### config.mk
export PLATFORM = sky130hd
export DESIGN_NAME = parking_gate_ctrl
export DESIGN_NICKNAME = d
export VERILOG_FILES = /design/src/rtl/parking_gate_ctrl.sv
export SDC_FILE = /design/constraint.sdc
export NUM_CORES = 1
export LEC_CHECK = 0
export CAP_MARGIN = 20
export CORE_MARGIN = 1
export CORE_UTILIZATION = 37
export CTS_CLUSTER_DIAMETER = 30
export CTS_CLUSTER_SIZE = 14
export DETAILED_ROUTE_END_ITERATION = 12
export GPL_TIMING_DRIVEN = 0
export HOLD_SLACK_MARGIN = 0.05
export SLEW_MARGIN = 30
export SYNTH_ARGS = -nofsm -noshare
export SYNTH_HDL_FRONTEND = slang
export SYNTH_SLANG_ARGS = --single-unit
### constraint.sdc
create_clock -name clk -period 4.1 [get_ports clk]
set_input_delay 0.82 -clock clk [delete_from_list [all_inputs] [get_ports clk]]
set_output_delay 0.82 -clock clk [all_outputs]
set_load 0.05 [all_outputs]
### src/rtl/parking_gate_ctrl.sv
// Parking gate controller: sensor sync/debounce, entrance/exit gate FSMs
// and a saturating occupancy counter.
module parking_gate_ctrl #(
  parameter int SYNC_STAGES     = 2,
  parameter int DEBOUNCE_CYCLES = 4,
  parameter int HOLD_CYCLES     = 8,
  parameter int CAPACITY        = 3
) (
  input  logic clk,
  input  logic reset_n,
  input  logic ent_sensor,
  input  logic exit_sensor,
  output logic open_ent,
  output logic open_exit,
  output logic enter,
  output logic exit,
  output logic [$clog2(CAPACITY+1)-1:0] occupancy,
  output logic full
);

  localparam int OW = $clog2(CAPACITY+1);
  localparam int DW = $clog2(DEBOUNCE_CYCLES+1);
  localparam int HW = $clog2(HOLD_CYCLES+1);
  localparam logic [OW-1:0] CAP = OW'(CAPACITY);
  localparam logic [DW-1:0] DB_LAST = DW'(DEBOUNCE_CYCLES-1);
  localparam logic [HW-1:0] HOLD_LOAD = HW'(HOLD_CYCLES-1);

  typedef enum logic [1:0] {IDLE, OPEN, HOLD, WAIT} gate_t;

  // index 0 = entrance, 1 = exit
  logic [1:0] raw;
  logic [1:0][SYNC_STAGES-1:0] sync_q;
  logic [1:0] filt_q, filt_d;
  logic [1:0][DW-1:0] dcnt_q, dcnt_d;

  gate_t en_q, en_d, ex_q, ex_d;
  logic [HW-1:0] ehold_q, ehold_d, xhold_q, xhold_d;
  logic en_fire, ex_fire, en_ok, ex_ok;
  logic [OW-1:0] occ_q, occ_d;
  logic full_q, full_d;
  logic oe_q, ox_q, enter_q, exit_q;

  assign raw = {exit_sensor, ent_sensor};

  always_comb begin
    filt_d = filt_q;
    dcnt_d = dcnt_q;
    for (int s = 0; s < 2; s++) begin
      if (sync_q[s][SYNC_STAGES-1] == filt_q[s]) begin
        dcnt_d[s] = '0;
      end else if (dcnt_q[s] == DB_LAST) begin
        filt_d[s] = ~filt_q[s];
        dcnt_d[s] = '0;
      end else begin
        dcnt_d[s] = dcnt_q[s] + 1'b1;
      end
    end
  end

  always_comb begin
    en_d    = en_q;
    ehold_d = ehold_q;
    en_fire = 1'b0;
    unique case (en_q)
      IDLE: if (filt_q[0]) en_d = full_q ? WAIT : OPEN;
      WAIT: begin
        if (!filt_q[0]) en_d = IDLE;
        else if (!full_q) en_d = OPEN;
      end
      OPEN: begin
        if (!filt_q[0]) begin
          en_d    = HOLD;
          ehold_d = HOLD_LOAD;
        end
      end
      HOLD: begin
        if (filt_q[0]) begin
          en_d = OPEN;
        end else if (ehold_q == '0) begin
          en_d    = IDLE;
          en_fire = 1'b1;
        end else begin
          ehold_d = ehold_q - 1'b1;
        end
      end
      default: en_d = IDLE;
    endcase
  end

  always_comb begin
    ex_d    = ex_q;
    xhold_d = xhold_q;
    ex_fire = 1'b0;
    unique case (ex_q)
      IDLE: if (filt_q[1]) ex_d = OPEN;
      OPEN: begin
        if (!filt_q[1]) begin
          ex_d    = HOLD;
          xhold_d = HOLD_LOAD;
        end
      end
      HOLD: begin
        if (filt_q[1]) begin
          ex_d = OPEN;
        end else if (xhold_q == '0) begin
          ex_d    = IDLE;
          ex_fire = 1'b1;
        end else begin
          xhold_d = xhold_q - 1'b1;
        end
      end
      default: ex_d = IDLE;
    endcase
  end

  // An exit frees a space, so a full lot still accepts a simultaneous entry
  assign ex_ok = ex_fire && (occ_q != '0);
  assign en_ok = en_fire && ((occ_q != CAP) || ex_ok);

  always_comb begin
    occ_d = occ_q;
    if (en_ok && !ex_ok) occ_d = occ_q + 1'b1;
    else if (ex_ok && !en_ok) occ_d = occ_q - 1'b1;
    full_d = (occ_d == CAP);
  end

  always_ff @(posedge clk or negedge reset_n) begin
    if (!reset_n) begin
      sync_q  <= '0;
      filt_q  <= '0;
      dcnt_q  <= '0;
      en_q    <= IDLE;
      ex_q    <= IDLE;
      ehold_q <= '0;
      xhold_q <= '0;
      occ_q   <= '0;
      full_q  <= 1'b0;
      oe_q    <= 1'b0;
      ox_q    <= 1'b0;
      enter_q <= 1'b0;
      exit_q  <= 1'b0;
    end else begin
      for (int s = 0; s < 2; s++) begin
        sync_q[s][0] <= raw[s];
        for (int i = 1; i < SYNC_STAGES; i++)
          sync_q[s][i] <= sync_q[s][i-1];
      end
      filt_q  <= filt_d;
      dcnt_q  <= dcnt_d;
      en_q    <= en_d;
      ex_q    <= ex_d;
      ehold_q <= ehold_d;
      xhold_q <= xhold_d;
      occ_q   <= occ_d;
      full_q  <= full_d;
      oe_q    <= (en_d == OPEN) || (en_d == HOLD);
      ox_q    <= (ex_d == OPEN) || (ex_d == HOLD);
      enter_q <= en_ok;
      exit_q  <= ex_ok;
    end
  end

  assign open_ent  = oe_q;
  assign open_exit = ox_q;
  assign enter     = enter_q;
  assign exit      = exit_q;
  assign occupancy = occ_q;
  assign full      = full_q;

endmodule

# After elaboration in Yosys (flattened, before gate mapping)

Cells that the tools add are included.

Add/sub/neg operators: 6
Equality and inequality tests: 21
Muxes and demuxes: 33
Bitwise logic cells: 4
Reduce and logical (&&, ||, !) cells: 20

Operators with widths:

| kind                | count |
|---|---|
| $mux 2              | 13 |
| $mux 4              | 6 |
| $pmux 4 s2          | 2 |
| $ne 2x2->1 const B  | 7 |
| $eq 2x2->1 const B  | 6 |
| $mux 3              | 4 |
| $eq 2x1->1 const B  | 4 |
| $logic_not 4->1     | 2 |
| $pmux 2 s4          | 1 |
| $reduce_and 4->1    | 2 |
| $sub 4x1->4 const B | 2 |
| $add 3x1->3 const B | 2 |
| $eq 3x2->1 const B  | 2 |
| $mux 1              | 6 |
| $pmux 2 s3          | 1 |
| $reduce_bool 2->1   | 3 |
| $logic_and 1x1->1   | 4 |
| $logic_not 2->1     | 2 |
| $not 1->1           | 4 |
| $reduce_and 2->1    | 2 |
| $logic_or 1x1->1    | 3 |
| $add 2x1->2 const B | 1 |
| $eq 1x1->1          | 2 |
| $logic_not 1->1     | 2 |
| $sub 2x1->2 const B | 1 |

Register bits after elaboration: 31
Input bits: 4
Output and inout port bits: 7
Word-level logic and storage cells: 100

# Longest topological paths before layout

Gate-level depths: netlist (run 1).

Depth in word-level cells: 12
Mapped depth: 7
Gate-level depth less buffers: 6

# Worst setup path before layout (run 1)

OpenSTA, ideal clock, no wires.

Path kind: reg2reg
Start: register occ_q[0] (netlist: occupancy[0])
End: register full_q (netlist: full)
Library setup time: 0.121 ns
Arrival: 2.201 ns
Data required time: 3.979 ns
Slack: 1.778 ns
Stages on the path, launching flop included: 8
Buffers on the path: 1
Period minus slack after synthesis: 2.322 ns
Cell sequence: dfrtp_1 -> inv_1 -> ha_1 -> or4b_1 -> or2_1 -> buf_6 -> mux2i_4 -> a22o_1

Word-level cells in the longest chain between the ends: 9
Elaborated cells on any way between the ends: 14

RTL lines:

| item                   | RTL line | RTL |
|---|---|---|
| from (decl)            | 39       | `logic [OW-1:0] occ_q, occ_d;` |
| from (signal assigned) | 136      | `occ_q <= '0;` |
| from (signal assigned) | 154      | `occ_q <= occ_d;` |
| $reduce_bool 2->1      | 117      | `assign ex_ok = ex_fire && (occ_q != '0);` |
| $logic_and 1x1->1      | 117      |  |
| $logic_or 1x1->1       | 118      | `assign en_ok = en_fire && ((occ_q != CAP) \|\| ex_ok);` |
| $logic_and 1x1->1      | 118      |  |
| $logic_not 1->1        | 123      | `else if (ex_ok && !en_ok) occ_d = occ_q - 1'b1;` |
| $logic_and 1x1->1      | 123      |  |
| $mux 2                 | 123      |  |
| $mux 2 (*)             | 122      | `if (en_ok && !ex_ok) occ_d = occ_q + 1'b1;` |
| $eq 2x2->1 (*)         | 124      | `full_d = (occ_d == CAP);` |
| net full_d             | 40       | `logic full_q, full_d;` |
| to (signal assigned)   | 155      | `full_q <= full_d;` |
| to (decl)              | 40       |  |

Mark *: on every way through the listed nets, which the timed path passes. The rest lies on a longest branch.
A chain may end at the register's enable or synchronous reset.

# Worst setup path after layout (run 1)

Start: register occ_q[1] (netlist: occupancy[1])
End: output port occupancy[1]

RTL lines:

| item      | RTL line | RTL |
|---|---|---|
| to (decl) | 17       | `output logic [$clog2(CAPACITY+1)-1:0] occupancy,` |

No word-level cell between the ends.

==> impl_metrics.json, run 1 <==
{
  "avgRoutedWirePerCell_um": 11.6,
  "start_util_pct": 38.7,
  "die_y_um": 64.1,
  "num_io_pins": 11,
  "numClockSinks": 31,
  "cp_max_fo": 5,
  "drv_slew": 0,
  "syn_to_final_growth_pct": 17.9,
  "htreeDepth": 2,
  "drc_errors": 0,
  "setup_viol": 0,
  "row_count": 22,
  "netlist_instances": 133,
  "ant_nets": 0,
  "drt-vias-per-instance": 4.99,
  "placed_area_sq_um": 1580,
  "cts_tree": "done",
  "fin_crit_ps": 2330,
  "n_fill_cell": 377,
  "cp.required_ps": 3280,
  "pwr-share-seq_pct": 42.0,
  "grt_pass1_wl_um": 4210,
  "pwr_density_cell_nw_per_um2": 642,
  "antenna_found_initial": 0,
  "crit_buf_inv": 1,
  "critPathLaunchType": "flip-flop",
  "clkPwrFrac_pct": 24.0,
  "outcome": "completed",
  "cts.path.max_buffers": 2,
  "worstPathArrival_ps": 1510,
  "cpPeakStageDelay_ps": 820,
  "port_buffers": 10,
  "final_nets": 160,
  "grt_setup_unrepaired": "no",
  "ys_ff_latch": 31,
  "finalCritPeriodShare_pct": 56.7,
  "die_area_sq_um": 4110,
  "vias": 994,
  "crit_chain": "clkdlybuf4s50_1",
  "cts_buffers": 5,
  "drt_iter0_markers": 55,
  "grt_pass1_vias": 1003,
  "slew_headroom_pct": 56.2,
  "hold_violations": 0,
  "overflow": 0,
  "grt_max_degree": 32,
  "path_class": "flip-flop to output pin",
  "avgSynthCellArea_sq_um": 10.7,
  "gp_congestion": 0.805,
  "fin_worst_skew_ps": 4.15,
  "fin_area_sq_um": 1680,
  "cts_resized": 0,
  "grt_use_total_pct": 13.5,
  "synth-seq-area-share_pct": 54.4,
  "synth_nets": 143,
  "antennaDiodeCount": 0,
  "dp_hpwl_um": 1730,
  "internal_power_uw": 687,
  "max-vdd-ir-drop_mv": 0.311,
  "seq_area_sq_um": 776,
  "worstSkewPairLatency_ps": 280,
  "max_freq_ghz": 0.430,
  "whs_ps": 355,
  "ys_warn_count": 0,
  "drive_above_1_share_pct": 9.93,
  "crit_path_end_kind": "output pin",
  "cp_top_family": "buffers and inverters",
  "synth_ff_type": "dfrtp_1",
  "slowest_stage": "clkdlybuf4s50_1",
  "rrSetupSlack_ps": 2020,
  "async_flop_share_pct": 100,
  "wirelength_um": 2310,
  "holdBufCountCts": 0,
  "synth-edff-count": 0,
  "post_cts_buffers": 0,
  "p_leak_nw": 0.749,
  "ys_types": 34,
  "multi_input_comb_area_sq_um": 578,
  "tightest_slew_ps": 657,
  "maxCapViolations": 0,
  "pwr-share-comb_pct": 34.0,
  "min_path_type": "flip-flop to flip-flop",
  "dieWidth_um": 64.1,
  "switching_share_pct": 36.3,
  "dr.pass1.iters": 3,
  "setup-tns-final_ps": 0,
  "path_clk_slew_ps": 60,
  "synth_area_sq_um": 1430,
  "clock-root-buffer": "clkbuf_8",
  "switchingPower_uw": 392,
  "core-area_sq_um": 3690
}
-- cells in the mapped netlist (2+ instances only) --
master / count / area, sq um
dfrtp_1: 31 / 776
inv_1: 13 / 48.8
a21oi_1: 11 / 55.1
nor3_1: 11 / 55.1
o21ai_0: 9 / 45.0
nor3b_1: 8 / 60.1
nor2_1: 7 / 26.3
ha_1: 6 / 75.1
nand2_1: 4 / 15.0
xnor2_1: 4 / 35.0
nand3_1: 3 / 15.0
clkbuf_1: 2 / 7.51
nor2b_1: 2 / 12.5
or3b_2: 2 / 17.5
-- through the flow --
step | power [mW] | setup WS [ps] | util (%) | instances
4_1_cts | 1.10 | 1750 | 45.6 | 199
5_1_grt | 1.16 | 1720 | 45.6 | 199
3_5_place_dp | 0.830 | 2030 | 42.9 | 191
2_1_floorplan | 0.722 | 1780 | - | 133
6_report | 1.08 | 1770 | 45.6 | 199
3_3_place_gp | 0.813 | 1680 | 43.0 | 191
-- layout by cell type (no fill, tap or decap), drive strengths merged, types with 2 or more instances in the layout --
master	count
dfrtp	31
inv	13
nor3	12
a21oi	11
clkbuf	10
o21ai	9
clkdlybuf4s50	9
nor3b	8
nor2	7
ha	6
nand2	4
xnor2	4
nand3	3
or3b	3
buf	3
nor2b	2
-- cell families after synthesis --
kind of cell,Yosys count,share of synthesized area [%]
AND/OR/NAND/NOR,44,18.0
XOR/XNOR,5,3.07
adder cells (fa/ha/maj),6,5.26
buffers and inverters,17,5.09
flip-flops,31,54.4
multiplexers,2,2.37
AO/OA/AOI/OAI,28,11.8
-- flip-flops by register name, indices dropped and copies added (netlist names) --
name       count
dcnt_q         6
sync_q         4
exit           1
filt_q         2
open_exit      1
xhold_q        4
en_q           2
open_ent       1
enter          1
ehold_q        4
occupancy      2
ex_q           2
full           1
-- area by class of cell --
type                       count  share of cell area, %
clock buffer                   8                   5.95
sequential                    31                   46.1
multi-input combinational     85                   34.4
tap                           48                   3.57
inverter                      13                   2.90
timing repair buffer          10                   5.65
buffer                         4                   1.41
-- power groups by stage --
stage	Clock, mW	Combinational, mW	Sequential, mW
floorplan	0	0.210	0.512
global placement	0	0.359	0.454
detailed placement	0	0.372	0.458
CTS	0.270	0.374	0.453
global route	0.283	0.414	0.465
finish	0.259	0.367	0.453
-- per-layer routing --
| metal | GRT usage (%) | share of wire (%) | up-vias |
|---|---|---|---|
| li1 | - | - | 494 |
| met1 | 14.8 | 43 | 482 |
| met2 | 23.3 | 53 | 16 |
| met3 | 5.89 | 4.3 | 2 |
| met4 | 4.44 | 0.30 | 0 |
| met5 | 0 | 0 | - |
-- path summary, 6_finish.rpt --
| kind | from | to | depth (start not counted) |
|---|---|---|---|
| setup / recovery | occupancy[1] | occupancy[1] | 1 |
| hold / removal | sync_q[0] | sync_q[1] | 0 |
| setup reg to reg | occupancy[0] | full | 7 |
| hold reg to reg | sync_q[0] | sync_q[1] | 0 |
| max in group asynchronous | reset_n | sync_q[3] | 1 |
| min in group asynchronous | reset_n | ehold_q[0] | 1 |
No activity file was read; power rests on OpenSTA's default activity.
==> inputs of run 2 (changes only) <==
==> constraint.sdc (replaced) <==
create_clock -name clk -period 2.2 [get_ports clk]
set_input_delay 0.44 -clock clk [delete_from_list [all_inputs] [get_ports clk]]
set_output_delay 0.44 -clock clk [all_outputs]
set_load 0.05 [all_outputs]
==> run 2 against run 1 <==
Against the previous run: first-iteration DRC count up 15%; sequential cell count unchanged; register-to-register slack worse by 1800 ps; global-route usage up 0.15 points; routed wire length up 0.17%; core utilization down 0.47 points; via count down 0.60%; critical endpoint is now full.
==> impl_metrics.json, run 2 (synthesis gave the netlist of run 1 again) <==
{
  "drt-vias-per-instance": 4.96,
  "dr.pass1.iters": 4,
  "slew_headroom_pct": 55.9,
  "cts_tree": "done",
  "tightest_slew_ps": 661,
  "clock-root-buffer": "clkbuf_8",
  "die_area_sq_um": 4110,
  "cpPeakStageDelay_ps": 480,
  "cp.required_ps": 2370,
  "total_power_mw": 1.95,
  "grt_pass1_wl_um": 4150,
  "layout_commonest_cell": "dfrtp_1",
  "dp_hpwl_um": 1660,
  "fin_crit_ps": 2030,
  "grt_pass1_vias": 992,
  "grt_max_degree": 32,
  "gp_congestion": 0.782,
  "crit_path_end_kind": "flip-flop",
  "n_fill_cell": 350,
  "wirelength_um": 2310,
  "path_clk_slew_ps": 60,
  "min_path_type": "input port to async pin",
  "hold_violations": 0,
  "cts_resized": 0,
  "overflow": 0,
  "final_util_pct": 45.1,
  "drv_slew": 0,
  "dieWidth_um": 64.1,
  "drc_errors": 0,
  "start_util_pct": 38.7,
  "largest-register": "dcnt_q",
  "grt_use_total_pct": 13.6,
  "cp_max_fo": 7,
  "max-vdd-ir-drop_mv": 0.662,
  "htreeDepth": 2,
  "final_nets": 160,
  "ant_nets": 0,
  "post_cts_buffers": 0,
  "setup-tns-final_ps": 0,
  "pwr_density_cell_nw_per_um2": 1170,
  "antenna_found_initial": 0,
  "worstPathArrival_ps": 2200,
  "finalCritPeriodShare_pct": 92.2,
  "cts_buffers": 5,
  "largest_reg_flops": 6,
  "vias": 988,
  "grt_setup_unrepaired": "no",
  "drt_iter0_markers": 63,
  "setup_viol": 0,
  "drive_above_1_share_pct": 9.93,
  "max_freq_ghz": 0.493,
  "avgRoutedWirePerCell_um": 11.6,
  "port_buffers": 10,
  "core-area_sq_um": 3690,
  "antennaDiodeCount": 0,
  "final_cell_mix": "dfrtp_1, inv_1, a21oi_1, nor3_1",
  "outcome": "completed",
  "worstSkewPairLatency_ps": 280,
  "crit_buf_inv": 2,
  "path_class": "flip-flop to flip-flop",
  "die_y_um": 64.1,
  "row_count": 22,
  "fin_worst_skew_ps": 6.48,
  "syn_to_final_growth_pct": 16.7,
  "numClockSinks": 31,
  "cts.path.max_buffers": 2,
  "cp_top_family": "simple AND/OR/NAND/NOR gates",
  "critPathLaunchType": "flip-flop",
  "holdBufCountCts": 0,
  "slowest_stage": "or4b_1",
  "crit_chain": "inv_1 -> ha_1 -> or4b_1 -> or2_1 -> buf_6 -> mux2i_4 -> a22o_1",
  "maxCapViolations": 0,
  "num_io_pins": 11,
  "p_leak_nw": 0.734
}
[run 2: cell types whose count changed in the layout (fill, tap and decap cells not counted)]
cell,change
clkbuf_8,-2
clkbuf_1,+2
dfrtp_1,-2
dfrtp_2,+2
[run 2: metal layers]
metal  global-route usage, %  wire (um)  up-vias
met5                       0          0        -
met4                    8.33         51        0
met3                    5.18         89        7
met2                    22.5       1140       13
met1                    14.7       1030      473
li1                        -          -      495
[run 2: worst register-to-register path: cells and delay by family, from the launching register on]
family / cells / cell delay, ps
and+or+nand+nor: 2 / 710
DFF: 1 / 390
AOI/OAI and AO/OA: 1 / 220
buffers and inverters: 2 / 210
adders and majority gates: 1 / 200
muxes: 1 / 180
[run 2: worst paths after layout]
check / from / endpoint / depth (start not counted) / slack (ps)
max reg2reg: occupancy[0] / full / 7 / 170
min in group clk: sync_q[0] / sync_q[1] / 0 / 350
max in group asynchronous: reset_n / occupancy[0] / 1 / 1550
min reg2reg: sync_q[0] / sync_q[1] / 0 / 350
min: reset_n / ehold_q[1] / 1 / 180
max: occupancy[0] / full / 7 / 170
[run 2: final cells by class]
type / count / area (sq um) / share of cell area, %
Sequential cell: 31 / 778 / 46.8
Inverter: 13 / 48.8 / 2.93
Tap cell: 48 / 60.1 / 3.61
Multi-Input combinational cell: 85 / 578 / 34.7
Buffer: 4 / 23.8 / 1.43
Timing Repair Buffer: 10 / 95.1 / 5.71
Clock buffer: 8 / 80.1 / 4.81
[run 2: report_power, final]
| group | switching [mW] | internal, mW | leakage [nW] |
|---|---|---|---|
| logic | 0.413 | 0.273 | 0.319 |
| clock network | 0.195 | 0.224 | 0.0395 |
| registers | 0.121 | 0.724 | 0.375 |
| total | 0.729 | 1.22 | 0.734 |
[run 2: metrics by stage]
stage	cells	cell area, sq um	hold WS, ps	setup WS, ps
global route	199	1660	243	64.2
detailed placement	191	1580	345	174
floorplan	133	1430	144	46.9
CTS	199	1660	213	150
global placement	191	1590	339	44.8
finish	199	1660	184	172
